`src/rtl/mips_io_pkg.sv`:
```
// mips_io_pkg: shared constants for the MIPS memory-mapped I/O responder.
//   Offsets are word indices (Address[4:2]) into the 32-byte window.
package mips_io_pkg;

    localparam logic [31:0] IO_BASE_DEFAULT = 32'h1001_0400;

    localparam logic [2:0] IO_PORT_OUT = 3'd0;  // 0x00
    localparam logic [2:0] IO_PORT_IN  = 3'd1;  // 0x04
    localparam logic [2:0] IO_IN_EDGE  = 3'd2;  // 0x08
    localparam logic [2:0] IO_OUT_SET  = 3'd3;  // 0x0C
    localparam logic [2:0] IO_OUT_CLR  = 3'd4;  // 0x10
    localparam logic [2:0] IO_IN_MASK  = 3'd5;  // 0x14

    localparam int WARM_W = 2;

endpackage

```
`src/rtl/io_input_sync.sv`:
```
// io_input_sync: two-flop synchronizer with rising-edge detect gated by a post-reset warm-up counter.
//   clk, reset (sync, active-low) | async_i: raw inputs | sync_o: synchronized inputs | edge_o: rising edges
module io_input_sync
    import mips_io_pkg::*;
#(
    parameter int WIDTH = 8
) (
    input  logic             clk,
    input  logic             reset,
    input  logic [WIDTH-1:0] async_i,
    output logic [WIDTH-1:0] sync_o,
    output logic [WIDTH-1:0] edge_o
);

    logic [WIDTH-1:0]  s1_q, s2_q, prev_q;
    logic [WARM_W-1:0] warm_q, warm_d;

    assign warm_d = (warm_q == '1) ? warm_q : warm_q + 1'b1;
    assign sync_o = s2_q;
    // Inputs already high at reset propagate through s2/prev during warm-up and must not look like edges.
    assign edge_o = (warm_q == '1) ? (s2_q & ~prev_q) : '0;

    always_ff @(posedge clk) begin
        if (!reset) begin
            s1_q   <= '0;
            s2_q   <= '0;
            prev_q <= '0;
            warm_q <= '0;
        end else begin
            s1_q   <= async_i;
            s2_q   <= s1_q;
            prev_q <= s2_q;
            warm_q <= warm_d;
        end
    end

endmodule

```
`src/rtl/mips_io_responder.sv`:
```
// mips_io_responder: memory-mapped output/input port block on the MIPS data-memory bus.
//   clk, reset (sync, active-low) | Address, WriteData, MemWrite, MemRead: processor bus
//   ReadData, Hit: load data and window select | PortIn: async inputs
//   PortOut, PortOutStrobe: output register and change pulse | IRQ: masked edge interrupt
module mips_io_responder
    import mips_io_pkg::*;
#(
    parameter logic [31:0] IO_BASE  = IO_BASE_DEFAULT,
    parameter int          IN_WIDTH = 8
) (
    input  logic                clk,
    input  logic                reset,
    input  logic [31:0]         Address,
    input  logic [31:0]         WriteData,
    input  logic                MemWrite,
    input  logic                MemRead,
    output logic [31:0]         ReadData,
    output logic                Hit,
    input  logic [IN_WIDTH-1:0] PortIn,
    output logic [31:0]         PortOut,
    output logic                PortOutStrobe,
    output logic                IRQ
);

    logic [2:0]          off;
    logic                wr;
    logic [31:0]         port_out_q, port_out_d, rd_mux;
    logic [IN_WIDTH-1:0] in_edge_q, in_edge_d, in_mask_q, in_mask_d, w1c, sync, edge_det;
    logic                strobe_q;
    logic                unused_addr;

    io_input_sync #(.WIDTH(IN_WIDTH)) u_sync (
        .clk    (clk),
        .reset  (reset),
        .async_i(PortIn),
        .sync_o (sync),
        .edge_o (edge_det)
    );

    assign Hit         = Address[31:5] == IO_BASE[31:5];
    assign off         = Address[4:2];
    assign wr          = Hit & MemWrite;
    assign unused_addr = ^Address[1:0];

    always_comb begin
        port_out_d = (wr && off == IO_PORT_OUT) ? WriteData :
                     (wr && off == IO_OUT_SET)  ? (port_out_q | WriteData) :
                     (wr && off == IO_OUT_CLR)  ? (port_out_q & ~WriteData) : port_out_q;
        w1c        = (wr && off == IO_IN_EDGE) ? WriteData[IN_WIDTH-1:0] : '0;
        // An edge arriving in the same cycle as its W1C must not be lost, so set wins.
        in_edge_d  = (in_edge_q & ~w1c) | edge_det;
        in_mask_d  = (wr && off == IO_IN_MASK) ? WriteData[IN_WIDTH-1:0] : in_mask_q;
        rd_mux     = (off == IO_PORT_OUT) ? port_out_q :
                     (off == IO_PORT_IN)  ? 32'(sync) :
                     (off == IO_IN_EDGE)  ? 32'(in_edge_q) :
                     (off == IO_IN_MASK)  ? 32'(in_mask_q) : '0;
        ReadData   = (Hit & MemRead) ? rd_mux : '0;
    end

    always_ff @(posedge clk) begin
        if (!reset) begin
            port_out_q <= '0;
            in_edge_q  <= '0;
            in_mask_q  <= '0;
            strobe_q   <= 1'b0;
        end else begin
            port_out_q <= port_out_d;
            in_edge_q  <= in_edge_d;
            in_mask_q  <= in_mask_d;
            strobe_q   <= port_out_d != port_out_q;
        end
    end

    assign PortOut       = port_out_q;
    assign PortOutStrobe = strobe_q;
    assign IRQ           = |(in_edge_q & in_mask_q);

endmodule

```
`config.mk`:
```
export PLATFORM = sky130hd
export DESIGN_NAME = mips_io_responder
export DESIGN_NICKNAME = d
export VERILOG_FILES = /design/src/rtl/mips_io_pkg.sv /design/src/rtl/io_input_sync.sv /design/src/rtl/mips_io_responder.sv
export SDC_FILE = /design/constraint.sdc
export NUM_CORES = 1
export LEC_CHECK = 0
export ABC_AREA = 1
export BUFFER_PORTS_ARGS = -buffer_cell sky130_fd_sc_hd__clkbuf_2
export CORE_UTILIZATION = 50
export CTS_BUF_LIST = sky130_fd_sc_hd__clkbuf_8
export CTS_CLUSTER_DIAMETER = 40
export CTS_CLUSTER_SIZE = 25
export DETAILED_ROUTE_END_ITERATION = 16
export HOLD_SLACK_MARGIN = 0.05
export PLACE_DENSITY = 0.77
export SETUP_SLACK_MARGIN = 0.5
export SLEW_MARGIN = 20
export SYNTH_ARGS = -nofsm -noshare
export SYNTH_HDL_FRONTEND = slang
export SYNTH_SLANG_ARGS = --single-unit
```
`constraint.sdc`:
```
create_clock -name clk -period 2.1 [get_ports clk]
set_clock_uncertainty 0.2 [all_clocks]
set_input_delay 0.105 -clock clk [delete_from_list [all_inputs] [get_ports clk]]
set_output_delay 0.105 -clock clk [all_outputs]
set_load 0.005 [all_outputs]
```
# Yosys cells after proc, flatten, opt, wreduce, memory -nomap -nowiden
# Cells that the tools add are included.
[word_totals]
regBits = 75
input_bits = 76
out_inout_bits = 67
word_cells = 45
[op_classes]
n_addsub = 1
eq_ne = 8
muxes = 10
bitwise = 11
reduce_logical = 7
[ops]
columns = ["operator", "count"]
rows = [
  ["32-bit two-way mux", 5],
  ["8-bit two-way mux", 5],
  ["32-bit AND", 1],
  ["32-bit != test", 1],
  ["32-bit NOT", 1],
  ["32-bit bitwise OR", 1],
  ["27-bit by 24-bit == test with 1-bit output, second input constant", 1],
  ["8-bit AND", 3],
  ["8-bit NOT", 2],
  ["8-bit bitwise OR", 1],
  ["8-bit OR reduction", 1],
  ["3-bit by 2-bit == test with 1-bit output, second input constant", 2],
  ["3-bit == test, second input constant", 2],
  ["1-bit logical AND", 5],
  ["3-bit by 1-bit == test with 1-bit output, second input constant", 1],
  ["3-bit zero test", 1],
  ["2-bit by 1-bit adder with 2-bit output, second input constant", 1],
  ["1-bit AND", 2],
  ["2-bit == test, second input constant", 1],
]

# Depth between registers and ports, before layout
[logic_depth]
depth_word = 7
ltp_mapped = 18
ltp_nobuf = 18

# By module
# From an unflattened synthesis, not the netlist that was laid out.
[hier_totals]
cells_unflattened = 716
hier_area_um2 = 4410.5
[by_module_without_submodules]
columns = ["mod", "n_inst", "cells_each", "area_per_inst_um2", "seq_area_each_um2"]
rows = [
  ["mips_io_responder", 1, 610, 3548.4, 980.9],
  ["io_input_sync", 1, 106, 862.1, 520.5],
]

# Worst setup path before layout
# OpenSTA, ideal clock, no wires.
[synth_path]
path_type = "input -> register"
from = "in Address[27]"
to = "reg strobe_q (netlist: PortOutStrobe)"
setup_ns = 0.128
t_arrival_ns = 1.526
t_required_ns = 1.772
slack_ns = 0.247
cell_stages = 18
n_path_buf = 2
path_cell_list = "inv_1 nand2_1 nor2_2 nand2_1 nor2_2 nand3_4 nor2_4 buf_6 buf_8 nand2_2 nand3_1 nand2_1 nor2_1 nand2_1 nor2_1 nand2_1 nor2_1 nor2_1"
[synth_between]
elab_chain_len = 7
elab_cells_between_ends = 9
classes_between = "eq/ne: 2; mux: 3; bitwise: 1; reduce/logical: 3"
[synth_rtl]
columns = ["element", "line_no", "source"]
rows = [
  ["from (decl)", "mips_io_responder.sv:13", "input logic [31:0] Address,"],
  ["27-bit by 24-bit == test with 1-bit output (*)", "mips_io_responder.sv:40", "assign Hit = Address[31:5] == IO_BASE[31:5];"],
  ["1-bit AND (*)", "mips_io_responder.sv:42", "assign wr = Hit & MemWrite;"],
  ["1-bit logical AND", "mips_io_responder.sv:48", "(wr && off == IO_OUT_CLR) ? (port_out_q & ~WriteData) : port_out_q;"],
  ["32-bit two-way mux", "mips_io_responder.sv:48", ""],
  ["32-bit two-way mux", "mips_io_responder.sv:47", "(wr && off == IO_OUT_SET) ? (port_out_q | WriteData) :"],
  ["32-bit two-way mux (*)", "mips_io_responder.sv:46", "port_out_d = (wr && off == IO_PORT_OUT) ? WriteData :"],
  ["32-bit != test (*)", "mips_io_responder.sv:70", "strobe_q <= port_out_d != port_out_q;"],
  ["to (signal assigned)", "mips_io_responder.sv:70", ""],
  ["to (decl)", "mips_io_responder.sv:29", "logic strobe_q;"],
]
# Every way passes the cells marked *; elsewhere a longest branch is shown, timed or not.
# A chain may end at the register's enable or synchronous reset.

# Worst setup path after layout
[layout_path]
from = "in Address[26]"
to = "reg strobe_q (netlist: PortOutStrobe)"
# Same word-level chain as after synthesis.

==> flow_summary_export.csv <==
group,metric,value,unit
outcome,status,"finished clean",
clocking,htree_levels,3,
worst_setup_path,cp_slowest_cell,"buf_12",
worst_setup_path,cp-end-kind,"register",
floorplan,dieWidth,94.9,µm
global_routing,grt_start_max_net_pins,43,
yosys,seq_area_frac_synth,0.348,
floorplan,die_area,9000,µm²
clocking,root_buffer,"clkbuf_8",
yosys,synth_common_cells,"162 x nand2_1, 90 x nand3_1, 89 x inv_1",
final_layout,insertedDiodeCount,0,
clocking,numCtsBuffers,9,
clocking,clock_sinks,75,
place,place_congestion,0.857,
route,wirelength,16500,µm
yosys,syn_nets,756,
global_routing,grt_usage,0.356,
global_routing,antenna_found_initial,0,
route,vias,5797,
global_routing,grt_pass1_wl,24600,µm
worst_setup_path,cp_data_required_time,2.14,ns
sta,finalSetupViolCount,0,
clocking,clkTransAtPathRegs,0.09,ns
worst_setup_path,worst-setup-path-type,"in -> reg",
floorplan,die_h,94.9,µm
route,ant_nets,0,
final_layout,drive_gt1_frac,0.349,
floorplan,start_util,0.520,
worst_setup_path,cpPeakStageDelay,0.21,ns
route,vias_per_cell,5.79,
yosys,synthMostInstantiatedCell,"nand2_1",
final_layout,fillers,526,
place,placedCellCount,930,
place,hpwl,9850,µm
sta,min_period_over_period,0.911,
route,drtPass1Iterations,5,
yosys,syn_area,4310,µm²
worst_setup_path,cp_common_cell,"nand2_1",
clocking,clockBufferDepth,2,
yosys,synth.largest_area_cell,"dfxtp_1",
worst_setup_path,path_max_fanout,29,
pwr,powerDensity,491,nW/µm²
flow_run,cap_violations,0,
sta,relSlewSlack,0.565,
pwr,finalPower,3.28,mW
yosys,synthCells,679,
min_path,hold_path.class,"in -> reg",
floorplan,ioPinCount,143,
yosys,yosysUniqueCellTypes,29,
worst_setup_path,cp_data_arrival_time,1.95,ns
floorplan,core-area,8300,µm²
place,placed_area,5330,µm²
sta,worstMarginPinSlew,0.652,ns
worst_setup_path,r2r_start,"PortOut[11]$_SDFF_PN0_",
sta,fin_crit,1.91,ns
sta,finalHoldViolCount,0,
yosys,netlist.area_leader.share,0.348,
yosys,synth_flop_cell,"dfxtp_1",
worst_setup_path,critPathLaunch,"Address[26]",
pwr,vdd_drop_max,0.641,mV
sta,rsz0062_at_grt,"true",
yosys,synth_area_leaders,"dfxtp_1 35%, nand2_1 14%, nand3_1 10%",
yosys,synth_edf_count,0,
final_layout,synthToLayoutAreaGrowth,54.8,%
route,drc,0,
yosys,post_synth.cell_area_avg,6.35,µm²
worst_setup_path,cp-start-kind,"primary input",
sta,slew_violations,0,
worst_setup_path,r2r_cells,9,
floorplan,rows,33,
clocking,cts_tree,"built",
global_routing,grt-ovfl-total,0,
place,io_buffer_count,140,
worst_setup_path,reg2reg_slack,0.41,ns
global_routing,grt_pass1_vias,5450,
route,drtIter0Drc,494,
worst_setup_path,timing.rr.end,"PortOutStrobe$_SDFF_PN0_",
yosys,synth-async-reset-ratio,0,
worst_setup_path,cp_cell_sequence,"clkbuf_2 -> inv_1 -> nand2_1 -> nor2_2 -> nand2_1 -> nor2_2 -> nand3_4 -> nor2_4 -> buf_12 -> nand2_1 -> nand2_1 -> nand2_1 -> nand2_1 -> nand2_1 -> nor2_1 -> nand3_1 -> nor2_1 -> nor2_1",
pwr,power.leakage,3.27,nW
yosys,ys_seq_elements,75,
final_layout,fin_area,6680,µm²
clocking,clock_latency,0.35,ns
sta,max_freq,0.523,GHz
worst_setup_path,cp-endpoint,"PortOutStrobe$_SDFF_PN0_",
yosys,yosysWarnings,0,
final_layout,final_nets,969,
final_layout,fin_cells,1002,
route,routedWlPerCell,16.4,µm
## power by group
part	internal, mW	switching, mW	leakage [nW]
Combinational	0.177	0.228	2.54
Sequential	1.45	0.0180	0.614
Clock	0.798	0.603	0.120
Total	2.43	0.848	3.27
## placed cells by master, fill, tap and decap left out, drive strengths merged, types with 3 or more instances in the layout
| master | instances |
|---|---|
| nand3b | 9 |
| o22ai | 3 |
| nor3 | 24 |
| nand3 | 92 |
| o21ai | 13 |
| a211oi | 9 |
| buf | 76 |
| o21a | 4 |
| clkinv | 4 |
| a221oi | 6 |
| nand2 | 172 |
| dfxtp | 75 |
| o221ai | 3 |
| inv | 95 |
| clkbuf | 118 |
| a21oi | 48 |
| or2 | 3 |
| bufinv | 3 |
| nand4 | 27 |
| nor2 | 60 |
| dlygate4sd3 | 49 |
## cells by family after synthesis
kind of cell,after synthesis,synth area share
AOI/OAI and AO/OA,86,0.116
xor gates and xnor gates,1,0.00203
adders and majority gates,1,0.00290
buffers and inverters,129,0.121
DFF,75,0.348
and+or+nand+nor,387,0.410
## area by class of cell
class,count,area [µm²],share of cell area
clock buffer,9,124,0.0186
clock inverter,7,124,0.0186
inverter,96,365,0.0547
multi-input combinational,475,2720,0.408
sequential,75,1510,0.227
tap,105,131,0.0197
timing repair buffer,235,1700,0.254
## what timing repair did
item / 4_1_cts / 5_1_grt
endpoints found under the hold margin: 72 / 0
pin swaps: 12 / 10
resized for setup: 67 / 87
gates cloned: 3 / 0
setup endpoints to repair: 34 / 39
hold buffers: 50 / 0
setup buffers: 2 / 1
## registers in the layout, summed over array words and instances, names as in the netlist
register and flops:
PortOutStrobe 1, u_sync.prev_q 8, u_sync.warm_q 2, PortOut 32, in_edge_q 8, u_sync.sync_o 8, u_sync.s1_q 8, in_mask_q 8
## metrics by stage
step	setup TNS [ns]	setup WS (ns)	hold WS [ns]	utilization
final	0	0.187	0.0957	0.804
after global placement	-0.0182	-0.0182	0.0858	0.642
after global routing	-0.0417	-0.0417	0.130	0.804
after floorplan	0	0.247	0.00263	-
after CTS	0	0.288	0.0796	0.780
after detailed placement	-0.0732	-0.0732	0.0890	0.642
## worst min-delay path by stage
stage               from                        end  slack [ns]  cells after the start
2_1_floorplan  PortIn[0]  u_sync.s1_q[0]$_SDFF_PN0_       0.003                      2
3_3_place_gp   PortIn[0]  u_sync.s1_q[0]$_SDFF_PN0_        0.09                      3
3_5_place_dp   PortIn[5]  u_sync.s1_q[5]$_SDFF_PN0_        0.09                      3
4_1_cts         MemWrite  in_mask_q[1]$_SDFFE_PN0P_        0.08                      5
5_1_grt         MemWrite  in_mask_q[1]$_SDFFE_PN0P_        0.13                      5
6_report        MemWrite  in_mask_q[1]$_SDFFE_PN0P_         0.1                      5
## worst max-delay path, delay by kind of cell
family / cells / cell delay [ns]
and+or+nand+nor: 15 / 1.46
buffers and inverters: 3 / 0.37
## routing by layer
| metal | vias up | wire length, µm | part of all wire | track usage |
|---|---|---|---|---|
| li1 | 2658 | - | - | - |
| met1 | 2590 | 6080 | 0.37 | 0.410 |
| met2 | 433 | 7850 | 0.48 | 0.595 |
| met3 | 116 | 1660 | 0.10 | 0.0789 |
| met4 | 0 | 899 | 0.055 | 0.222 |
| met5 | - | 0 | 0 | 0 |
(Power assumes the default switching activity.)
